<file path="src/rtl/right_shift_rot_32_if.sv">
// right_shift_rot_32_if: operand/amount/mode bus and registered result of the shift/rotate unit (arith exists only with RSR_ARITH_EN).
interface right_shift_rot_32_if;
  logic [31:0] in_i;
  logic        rotate_i;
  logic [4:0]  select_i;
  logic [31:0] out_o;
`ifdef RSR_ARITH_EN
  logic        arith_i;
  modport master (output in_i, rotate_i, select_i, arith_i, input out_o);
  modport slave (input in_i, rotate_i, select_i, arith_i, output out_o);
`else
  modport master (output in_i, rotate_i, select_i, input out_o);
  modport slave (input in_i, rotate_i, select_i, output out_o);
`endif
endinterface

</file>
<file path="src/rtl/right_shift_rot_32.sv">
// right_shift_rot_32: registered 32-bit logical shift right / rotate right barrel unit; RSR_ARITH_EN adds arithmetic shift.
module right_shift_rot_32 (
  input  logic                   clk,
  input  logic                   reset,
  right_shift_rot_32_if.slave    bus
);
  logic        fill;
  logic [31:0] s1, s2, s3, s4, out_d, out_q;
`ifdef RSR_ARITH_EN
  assign fill = ~bus.rotate_i & bus.arith_i & bus.in_i[31];
`else
  assign fill = 1'b0;
`endif
  always_comb begin
    s1    = bus.select_i[0] ? {bus.rotate_i ? bus.in_i[0] : fill, bus.in_i[31:1]} : bus.in_i;
    s2    = bus.select_i[1] ? {bus.rotate_i ? s1[1:0]  : {2{fill}},  s1[31:2]}  : s1;
    s3    = bus.select_i[2] ? {bus.rotate_i ? s2[3:0]  : {4{fill}},  s2[31:4]}  : s2;
    s4    = bus.select_i[3] ? {bus.rotate_i ? s3[7:0]  : {8{fill}},  s3[31:8]}  : s3;
    out_d = bus.select_i[4] ? {bus.rotate_i ? s4[15:0] : {16{fill}}, s4[31:16]} : s4;
  end
  always_ff @(posedge clk)
    out_q <= reset ? 32'h0 : out_d;
  assign bus.out_o = out_q;
endmodule

</file>
<file path="src/flat_wrapper.sv">
// flat-port wrapper written by rule: the top's interface ports become plain ports
module right_shift_rot_32_flat 
  (clk, reset, bus_in_i, bus_rotate_i, bus_select_i, bus_out_o);
  right_shift_rot_32_if bus_i ();
  input  logic clk;
  input  logic reset;
  input wire logic [$bits(bus_i.in_i)-1:0] bus_in_i;
  input wire logic [$bits(bus_i.rotate_i)-1:0] bus_rotate_i;
  input wire logic [$bits(bus_i.select_i)-1:0] bus_select_i;
  output wire logic [$bits(bus_i.out_o)-1:0] bus_out_o;
  assign bus_i.in_i = bus_in_i;
  assign bus_i.rotate_i = bus_rotate_i;
  assign bus_i.select_i = bus_select_i;
  assign bus_out_o = bus_i.out_o;
  right_shift_rot_32 u_core (.clk(clk), .reset(reset), .bus(bus_i));
endmodule
</file>
<file path="config.mk">
export PLATFORM = sky130hd
export DESIGN_NAME = right_shift_rot_32_flat
export DESIGN_NICKNAME = d
export VERILOG_FILES = /design/src/rtl/right_shift_rot_32_if.sv /design/src/rtl/right_shift_rot_32.sv /design/src/flat_wrapper.sv
export SDC_FILE = /design/constraint.sdc
export NUM_CORES = 1
export LEC_CHECK = 0
export CAP_MARGIN = 25
export CORE_MARGIN = 10
export CORE_UTILIZATION = 40
export DETAILED_ROUTE_END_ITERATION = 12
export GPL_TIMING_DRIVEN = 1
export PLACE_DENSITY = 0.71
export SYNTH_ARGS = -nofsm -noshare
export SYNTH_HDL_FRONTEND = slang
export SYNTH_SLANG_ARGS = --single-unit
</file>
<file path="constraint.sdc">
create_clock -name clk -period 1.8 [get_ports clk]
set_clock_uncertainty 0.15 [all_clocks]
set_input_delay 0.27 -clock clk [delete_from_list [all_inputs] [get_ports clk]]
set_output_delay 0.27 -clock clk [all_outputs]
set_load 0.05 [all_outputs]
</file>
==> metrics.md, run 1 <==
| Metric | Value |
|---|---|
| Die Footprint | `between 10000 and 15000 µm²` |
| CTS buffer count | `5` |
| TritonCTS clock tree | `yes` |
| Yosys cell types | `45` |
| Worst-path clk slew | `0.07 ns` |
| Worst setup path start | `bus_select_i[1]` |
| Max Cap Viol | `0` |
| Leading cell type in the layout, fill and taps excluded | `buf_4` |
| Setup-failing EPs final | `0` |
| Synthesized area | `around 2700 µm²` |
| Max frequency | `between 500 and 600 MHz` |
| Most frequent cells in the layout | `105 x buf_4, 48 x o22ai_1, 32 x dfxtp_1` |
| Asr flop ratio synth | `0%` |
| Clock buffer depth | `2` |
| Setup CP Type | `in -> reg` |
| Initial cell density of the core | `roughly two fifths` |
| Area Growth Syn to Fin | `65.0%` |
| Worst hold path class | `in -> reg` |
| Sink Count | `32` |
| Synth Area in Compound Gates | `between 20% and 30%` |
| Largest net degree at the start of global routing | `32` |
| Final hold vios | `0` |
| Mux contribution to synthesized area | `approximately a third` |
| Post-Syn Nets | `330` |
| Final Non-Filler Cells | `507` |
| Vias | `roughly 3000` |
| Crit path arrival time | `about 1.8 ns` |
| Worst rel slew slack | `around 63%` |
| DR iter-0 viols | `174` |
| Chip Width | `around 100 µm` |
| Nets | `roughly 470` |
| Leak pwr | `roughly 1.9 nW` |
| # rows | `29` |
| Syn Area/Cell | `roughly 9.2 µm²` |
| Crit start category | `input pin` |
| FILL cells | `520` |
| First-pass GRT wire length | `15.4 mm` |
| Outcome | `complete, no violations` |
| GP Congestion | `between 0.9 and 1` |
| Req. time, crit path | `between 1.5 and 2 ns` |
| Post-synthesis simple-gate area fraction | `between 10% and 20%` |
| Crit-path max FO | `5` |
| Slew Viols, Final | `0` |
| Vias in the first global route | `approximately 3000` |
| Crit path time final | `1.78 ns` |
| Clock Root Buffer | `clkbuf_8` |
| Largest family of logic cells by synthesized area | `multiplexers` |
| Drt pass-1 iters | `5` |
| Routed WL per cell | `19.7 µm` |
| Port Buf Inserts | `71` |
| Yosys reg bits | `32` |
| Adder-cell share of the synthesized area | `0%` |
| Finished Core Util | `about 69%` |
| Max FFs per register | `32` |
| All-Layer GR Usage | `a little under a fifth` |
| Final Cycle Share | `98.7%` |
| H-tree depth | `2` |
| Hpwl dp | `7.82 mm` |
| Layout cells sized above 1 | `between 50% and 60%` |
| Least-Margin Pin Slew | `between 0.5 and 0.6 ns` |
| Leading post-synthesis cells by cell area | `dfxtp_1 24%, o22ai_1 13%, mux2_2 11%` |
| Crit path to | `u_core.bus.out_o[3]` |
| Vias/cell | `between 5 and 6` |
| Initial antenna violation count | `0` |
| Placed Cells | `489` |
| ANT cells | `0` |
| Setup tns final | `0 ns` |
| Post-synth EDFFs | `0` |
| Drt drc | `0` |
| Peak VDD IR | `roughly 0.45 mV` |
| Synth top area share | `around a quarter` |
| Top FF cell, synth | `dfxtp_1` |
| Die Y | `slightly above 100 µm` |
| Xor-xnor portion of the synthesized cell area | `0%` |
| CP Capture Type | `register` |
| Post-synth top area cell | `dfxtp_1` |
| Gr ovfl total | `0` |
| Final ANT Viol Nets | `0` |
| Ports | `between 70 and 80` |
| Post-Syn Instances | `between 200 and 300` |
| Hold Crit Start | `reset` |
| Yosys warnings | `0` |
| Total routed wirelength | `~10 mm` |
| Pwr per Cell Area | `658 nW/µm²` |
| Part of the Yosys area used for sequential elements | `approximately a quarter` |
| Core area | `~6400 µm²` |
==> metrics by stage <==
stage	setup slack [ns]	hold slack, ns	area, µm²	power (W)
final	0.0227	0.547	4410	0.00291
after global routing	-0.00726	0.567	4410	0.00304
after CTS	-0.0246	0.549	4250	0.00284
after detailed placement	-0.598	0.572	3880	0.00209
after global placement	-0.558	0.572	3880	0.00208
after floorplan	-0.107	0.184	2700	0.00158
==> power breakdown <==
group	leakage, nW	internal [W]	switching [W]
clock	0.0541	0.000409	0.000262
sequential	0.265	0.000776	0.0000173
combinational	1.62	0.000653	0.000787
total	1.94	0.00184	0.00107
==> layer usage <==
metal	track usage, %	share of wire [%]
met5	0	0
met4	5.72	2.3
met3	3.27	6.9
met2	30.6	48
met1	23.9	43
==> synthesized netlist by cell type, types with 4 or more instances <==
master	instances
mux2_4	4
mux2i_1	28
inv_1	4
nor2_1	12
o21ai_1	5
mux2_2	25
nand3_1	7
clkbuf_1	13
nand2_1	16
dfxtp_1	32
or2_2	4
o21ai_0	11
buf_2	5
a22oi_1	6
o22ai_1	56
nor3_1	4
mux4_2	12
==> cell type report <==
type	instances	area, µm²	share of cell area, %
clock buffer	5	68.8	1.56
clock inverter	3	42.5	0.964
inverter	6	23.8	0.539
multi-input combinational	224	2140	48.5
sequential	32	641	14.5
tap	77	96.3	2.18
timing repair buffer	160	1400	31.7
==> cells by family after synthesis <==
group / after synthesis
compound gates: 97
buf+inv: 34
flops: 32
mux: 70
simple gates: 57
==> how the worst min path moves through the flow <==
stage,endpoint,slack [ns],cells past startpoint
floorplan,u_core.bus.out_o[3],0.18,1
global placement,bus_out_o[7],0.57,1
detailed placement,bus_out_o[31],0.57,1
CTS,u_core.bus.out_o[3],0.55,3
global route,u_core.bus.out_o[3],0.57,3
finish,u_core.bus.out_o[3],0.55,3
==> critical path, cell delays in order <==
cell and delay, ns:
buf_12 0.12, clkbuf_16 0.15, mux2_4 0.31, mux2i_1 0.24, o21ai_2 0.10, mux4_2 0.47, nor2b_4 0.14
==> what timing repair did <==
item	4_1_cts	5_1_grt
gates cloned	3	1
pin swaps	9	7
buffers inserted	4	2
hold buffers	0	0
setup endpoints to repair	32	32
gates resized for setup	88	32
Note: power is estimated with default switching activity, not from simulation.
==> run 2: changes to the inputs <==
--- a/config.mk
+++ b/config.mk
@@ -11,6 +11,7 @@
 export DETAILED_ROUTE_END_ITERATION = 12
 export GPL_TIMING_DRIVEN = 1
 export PLACE_DENSITY = 0.71
+export RECOVER_POWER = 25
 export SYNTH_ARGS = -nofsm -noshare
 export SYNTH_HDL_FRONTEND = slang
 export SYNTH_SLANG_ARGS = --single-unit
==> metrics.md, run 2 (synthesized netlist as in run 1, its figures left out) <==
| Metric | Value |
|---|---|
| Vias | `2974 (-0.34%)` |
| Nets | `469 (unchanged)` |
| Pwr per Cell Area | `660 nW/µm² (+0.21%)` |
| Worst path max stage delay | `0.47 ns (about the same)` |
| Worst rel slew slack | `59.0% (-3.7 points)` |
| Drt drc | `0 (unchanged)` |
| Initial antenna violation count | `0 (unchanged)` |
| Setup-failing EPs final | `0 (unchanged)` |
| Clock Root Buffer | `clkbuf_8` |
| Crit start category | `input pin` |
| H-tree depth | `2 (unchanged)` |
| Core area | `6420 µm² (unchanged)` |
| Crit path time final | `1.78 ns (-0.00154 ns)` |
| Crit path arrival time | `1.80 ns (about the same)` |
| Die Footprint | `10400 µm² (unchanged)` |
| Cts hold-fix bufs | `0 (unchanged)` |
| Worst hold path class | `in -> reg` |
| Port Buf Inserts | `71 (unchanged)` |
| Initial cell density of the core | `41.7% (unchanged)` |
| Setup tns final | `0 ns (unchanged)` |
| Vias in the first global route | `2978 (unchanged)` |
| Most frequent cells in the layout | `90 x buf_4, 48 x o22ai_1, 32 x dfxtp_1` |
| CTS buffer count | `5 (unchanged)` |
| Area Growth Syn to Fin | `62.9%` |
| Layout cells sized above 1 | `49.1% (-3.5 points)` |
| Sink Count | `32 (unchanged)` |
| Slew Viols, Final | `0 (unchanged)` |
| Outcome | `complete, no violations` |
| Total routed wirelength | `9.95 mm (-0.27%)` |
| Final ANT Viol Nets | `0 (unchanged)` |
| Placed Cells | `489 (unchanged)` |
| Chip Width | `102 µm (unchanged)` |
| Crit-path max FO | `5 (unchanged)` |
| Max FFs per register | `32 (unchanged)` |
| Leading cell type in the layout, fill and taps excluded | `buf_4` |
| Least-Margin Pin Slew | `0.617 ns (+0.0577 ns)` |
| Cell area after layout | `4360 µm² (-1.3%)` |
| Drt pass-1 iters | `4 (-1)` |
| Max Cap Viol | `0 (unchanged)` |
| Gr ovfl total | `0 (unchanged)` |
| Final hold vios | `0 (unchanged)` |
| First-pass GRT wire length | `15.4 mm (unchanged)` |
| Leak pwr | `1.88 nW (-3.1%)` |
| Setup CP Type | `in -> reg` |
| Ports | `72 (unchanged)` |
| Die Y | `102 µm (unchanged)` |
| ANT cells | `0 (unchanged)` |
| Largest net degree at the start of global routing | `32 (unchanged)` |
| Final Non-Filler Cells | `507 (unchanged)` |
| # rows | `29 (unchanged)` |
| Placed cell area | `3880 µm² (unchanged)` |
| All-Layer GR Usage | `18.5% (unchanged)` |
| DR iter-0 viols | `205 (+18%)` |
| Max frequency | `563 MHz (about the same)` |
| Vias/cell | `5.87 (-0.34%)` |
| Worst path slowest cell | `mux4_2` |
| Total power | `0.00287 W (-1.1%)` |
| Worst-path clk slew | `0.07 ns (about the same)` |
| Req. time, crit path | `1.82 ns (about the same)` |
| Clock buffer depth | `2 (unchanged)` |
| Delay-heaviest family, CP | `multiplexers` |
| Final Cycle Share | `98.7% (about the same)` |
| Routed WL per cell | `19.6 µm (-0.27%)` |
| Hpwl dp | `7.82 mm (unchanged)` |
| GP Congestion | `0.919 (unchanged)` |
| Crit path buffers/inverters | `2 (unchanged)` |
| CP Capture Type | `register` |
| Peak VDD IR | `0.467 mV (+3.4%)` |
| Critical path cell sequence | `buf_12 -> clkbuf_16 -> mux2_4 -> mux2i_1 -> o21ai_2 -> mux4_2 -> nor2b_4` |
| TritonCTS clock tree | `yes` |
-- run 2: cell types whose count changed in the layout (fill, tap and decap cells not counted), sizes merged --
cell | previous run | this run
clkbuf | 8 | 23
buf | 121 | 106
-- run 2: where the power goes --
part	switching (W)	leakage, nW	internal [W]
sequential	0.0000169	0.265	0.000776
clock	0.000260	0.0541	0.000409
combinational	0.000787	1.56	0.000625
-- run 2: area by class of cell --
cell class / instances / area [µm²]
Multi-Input combinational cell: 224 / 2140
Fill cell: 531 / 2070
Timing Repair Buffer: 160 / 1340
Sequential cell: 32 / 641
Tap cell: 77 / 96.3
Clock buffer: 5 / 68.8
Clock inverter: 3 / 42.5
Inverter: 6 / 23.8
-- run 2: per-stage QoR --
stage	util, %	hold slack [ns]	worst slack [ns]
2_1_floorplan	-	0.184	-0.107
3_3_place_gp	60.4	0.572	-0.558
3_5_place_dp	60.4	0.572	-0.598
4_1_cts	66.2	0.549	-0.0246
5_1_grt	67.8	0.567	-0.00726
6_report	67.8	0.548	0.0242
-- run 2: timing repair --
action	4_1_cts	5_1_grt
buffers inserted	4	2
gates resized for setup	88	32
pin swaps	9	7
hold endpoints to repair	0	0
gates cloned	3	1
endpoints found under the setup margin	32	32
-- run 2: routing by layer --
layer / track usage (%) / routed length (µm) / vias up
met4: 5.72 / 193 / 0
met3: 3.27 / 633 / 12
met5: 0 / 0 / -
li1: - / - / 1425
met2: 30.6 / 4770 / 121
met1: 23.9 / 4350 / 1416
-- run 2: path summary, 6_finish.rpt --
| check | start | end | slack, ns | cells past startpoint |
|---|---|---|---|---|
| worst max-delay path | bus_select_i[1] | u_core.bus.out_o[3] | 0.02 | 7 |
| worst min-delay path | reset | u_core.bus.out_o[3] | 0.55 | 3 |
==> run 3: changes to the inputs <==
--- a/config.mk
+++ b/config.mk
@@ -9,8 +9,8 @@
 export CORE_MARGIN = 10
 export CORE_UTILIZATION = 40
 export DETAILED_ROUTE_END_ITERATION = 12
-export GPL_TIMING_DRIVEN = 1
-export PLACE_DENSITY = 0.71
+export GPL_TIMING_DRIVEN = 0
+export PLACE_DENSITY = 0.68
 export RECOVER_POWER = 25
 export SYNTH_ARGS = -nofsm -noshare
 export SYNTH_HDL_FRONTEND = slang
==> constraint.sdc (replaced) <==
create_clock -name clk -period 2 [get_ports clk]
set_clock_uncertainty 0.15 [all_clocks]
set_input_delay 0.3 -clock clk [delete_from_list [all_inputs] [get_ports clk]]
set_output_delay 0.3 -clock clk [all_outputs]
set_load 0.05 [all_outputs]
==> metrics.md, run 3 (synthesized netlist as in run 1, its figures left out) <==
| Metric | Value |
|---|---|
| GP Congestion | `0.960 (+4.4%)` |
| Most frequent cells in the layout | `54 x o22ai_1, 48 x clkdlybuf4s50_1, 32 x dfxtp_1` |
| # rows | `29 (unchanged)` |
| Dpl ws | `-0.898 ns (-0.300 ns)` |
| ANT cells | `0 (unchanged)` |
| Worst path max stage delay | `0.48 ns (about the same)` |
| Clock Root Buffer | `clkbuf_8` |
| Chip Width | `102 µm (unchanged)` |
| Final Non-Filler Cells | `445 (-12%)` |
| RSZ-0062 raised after global routing | `yes` |
| Met2 routed wirelength | `4.74 mm (-0.63%)` |
| CP dominant cell by count | `mux4_2` |
| Worst setup path start | `bus_in_i[5]` |
| Setup CP Type | `in -> reg` |
| Vias/cell | `6.15 (+4.9%)` |
| Final Cycle Share | `100%` |
| Final ANT Viol Nets | `0 (unchanged)` |
| Internal power | `0.00158 W (-13%)` |
| Met3 wire len | `638 µm (+0.79%)` |
| Hold endpoint | `u_core.bus.out_o[3]` |
| Setup-failing EPs final | `1 (+1)` |
| Port Buf Inserts | `69 (-2.8%)` |
| Pwr per Cell Area | `665 nW/µm² (+0.87%)` |
| Max frequency | `498 MHz` |
| Worst-path clk slew | `0.07 ns (about the same)` |
| CP Capture Type | `register` |
| Gr ovfl total | `0 (unchanged)` |
| Peak VDD IR | `0.255 mV (-45%)` |
| Crit start category | `input pin` |
| Cts hold-fix bufs | `0 (unchanged)` |
| Worst rel slew slack | `61.4% (+2.3 points)` |
| DR iter-0 viols | `150 (-27%)` |
| Least-Margin Pin Slew | `0.579 ns (-0.0378 ns)` |
| H-tree depth | `2 (unchanged)` |
| Area Growth Syn to Fin | `38.4%` |
| Hold Crit Depth | `2 (-1)` |
| First-pass GRT wire length | `15.2 mm (-1.2%)` |
| Layout cells sized above 1 | `25.5% (-24 points)` |
| Worst path slowest cell | `mux4_2` |
| Crit path arrival time | `2.04 ns (+0.24 ns)` |
| Total routed wirelength | `9.72 mm (-2.3%)` |
| Core area | `6420 µm² (unchanged)` |
| Hpwl dp | `7.97 mm (+1.8%)` |
| Crit-path max FO | `3 (-2)` |
| Final worst slack | `-0.00896 ns (-0.0332 ns)` |
| Routed WL per cell | `21.8 µm (+11%)` |
| Placed Cells | `436 (-11%)` |
| Sink Count | `32 (unchanged)` |
| Vias | `2737 (-8.0%)` |
| Leak pwr | `1.44 nW (-23%)` |
| Psw | `0.000886 W (-17%)` |
| Die Footprint | `10400 µm² (unchanged)` |
| Final hold vios | `0 (unchanged)` |
| Nets | `407 (-13%)` |
| Ports | `72 (unchanged)` |
| Top layer in use | `met4` |
| Critical path cell sequence | `clkdlybuf4s50_1 -> mux4_2 -> nand2_1 -> o21ai_2 -> mux4_2 -> nor2b_4` |
| Final hold slack | `0.513 ns (-0.0353 ns)` |
| Sequential share of power | `28.9% (+1.3 points)` |
| Clock buffer depth | `2 (unchanged)` |
| Max Cap Viol | `0 (unchanged)` |
| Slew Viols, Final | `0 (unchanged)` |
| Outcome | `finished, violations left` |
| Crit path time final | `2.01 ns` |
| Largest net degree at the start of global routing | `11 (-66%)` |
| TritonCTS clock tree | `yes` |
| Initial antenna violation count | `0 (unchanged)` |
| Logic gate share of total power | `44.1% (-5.0 points)` |
| Req. time, crit path | `2.03 ns (+0.21 ns)` |
| All-Layer GR Usage | `18.5% (+0.057 points)` |
| Hold Crit Start | `reset` |
| Max FFs per register | `32 (unchanged)` |
| Clock power frac | `27.0% (+3.7 points)` |
| Die Y | `102 µm (unchanged)` |
| Initial cell density of the core | `41.7% (unchanged)` |
| Leading cell type in the layout, fill and taps excluded | `o22ai_1` |
| Met1 WL | `4.23 mm (-2.8%)` |
| CTS buffer count | `5 (unchanged)` |
| Drt drc | `0 (unchanged)` |
| Worst hold path class | `in -> reg` |
| Sw Ratio | `36.0% (-1.0 points)` |
| Failing checks | `setup timing` |
| Vias in the first global route | `2793 (-6.2%)` |
| Drt pass-1 iters | `4 (unchanged)` |
[run 3: changes by cell type in the layout (fill, tap and decap cells not counted), moves of 4 or more]
cell	previous run	this run
buf_4	90	5
clkdlybuf4s50_1	3	48
dlygate4sd2_1	28	7
dlygate4sd3_1	0	11
mux2_2	15	24
mux2_4	14	5
mux2i_1	15	23
mux2i_4	7	0
clkbuf_1	15	9
o22ai_1	48	54
o22ai_2	8	2
o21ai_2	7	3
[run 3: routing by layer]
| layer | global-route usage (%) | up-vias |
|---|---|---|
| met1 | 22.9 | 1326 |
| li1 | - | 1294 |
| met3 | 3.47 | 11 |
| met2 | 32.1 | 106 |
| met4 | 5.06 | 0 |
| met5 | 0 | - |
[run 3: critical path: cells and delay by family]
kind / cells / cell delay (ns)
buffers and inverters: 1 / 0.44
AOI/OAI and AO/OA: 1 / 0.10
muxes: 2 / 0.95
and+or+nand+nor: 2 / 0.25
[run 3: repair_timing]
action,4_1_cts,5_1_grt
gates resized for setup,28,22
pin swaps,0,1
endpoints found under the setup margin,32,29
setup buffers,1,0
[run 3: worst max path at each step]
stage,end,slack [ns],cells after the start
2_1_floorplan,u_core.bus.out_o[3],0.05,6
3_3_place_gp,u_core.bus.out_o[16],-0.97,8
3_5_place_dp,u_core.bus.out_o[16],-0.90,8
4_1_cts,u_core.bus.out_o[26],0.00004,6
5_1_grt,u_core.bus.out_o[3],-0.04,6
6_report,u_core.bus.out_o[3],-0.009,6
[run 3: cell type report]
cell class / count / area, µm²
repair buffers: 70 / 696
multi-input cells: 224 / 1920
clock buffers: 7 / 96.3
plain buffers: 28 / 196
flip-flops and latches: 32 / 641
fillers: 593 / 2720
well taps: 77 / 96.3
inverters: 6 / 22.5
clock inverters: 1 / 30.0
[run 3: power groups by stage]
| stage | clock network (W) | logic [W] | registers (W) |
|---|---|---|---|
| 3_3_place_gp | 0 | 0.00105 | 0.000725 |
| 6_report | 0.000665 | 0.00109 | 0.000712 |
| 2_1_floorplan | 0 | 0.000471 | 0.000945 |
| 3_5_place_dp | 0 | 0.00105 | 0.000728 |
| 4_1_cts | 0.000674 | 0.00107 | 0.000714 |
| 5_1_grt | 0.000702 | 0.00115 | 0.000716 |
[run 3: metrics by stage]
step	cell area (µm²)	util, %	total power, W	setup TNS [ns]
2_1_floorplan	2680	-	0.00142	0
3_3_place_gp	3460	53.9	0.00177	-23.85
3_5_place_dp	3460	53.9	0.00177	-22.76
4_1_cts	3650	56.8	0.00246	0
5_1_grt	3700	57.6	0.00257	-0.188
6_report	3700	57.6	0.00246	-0.00896
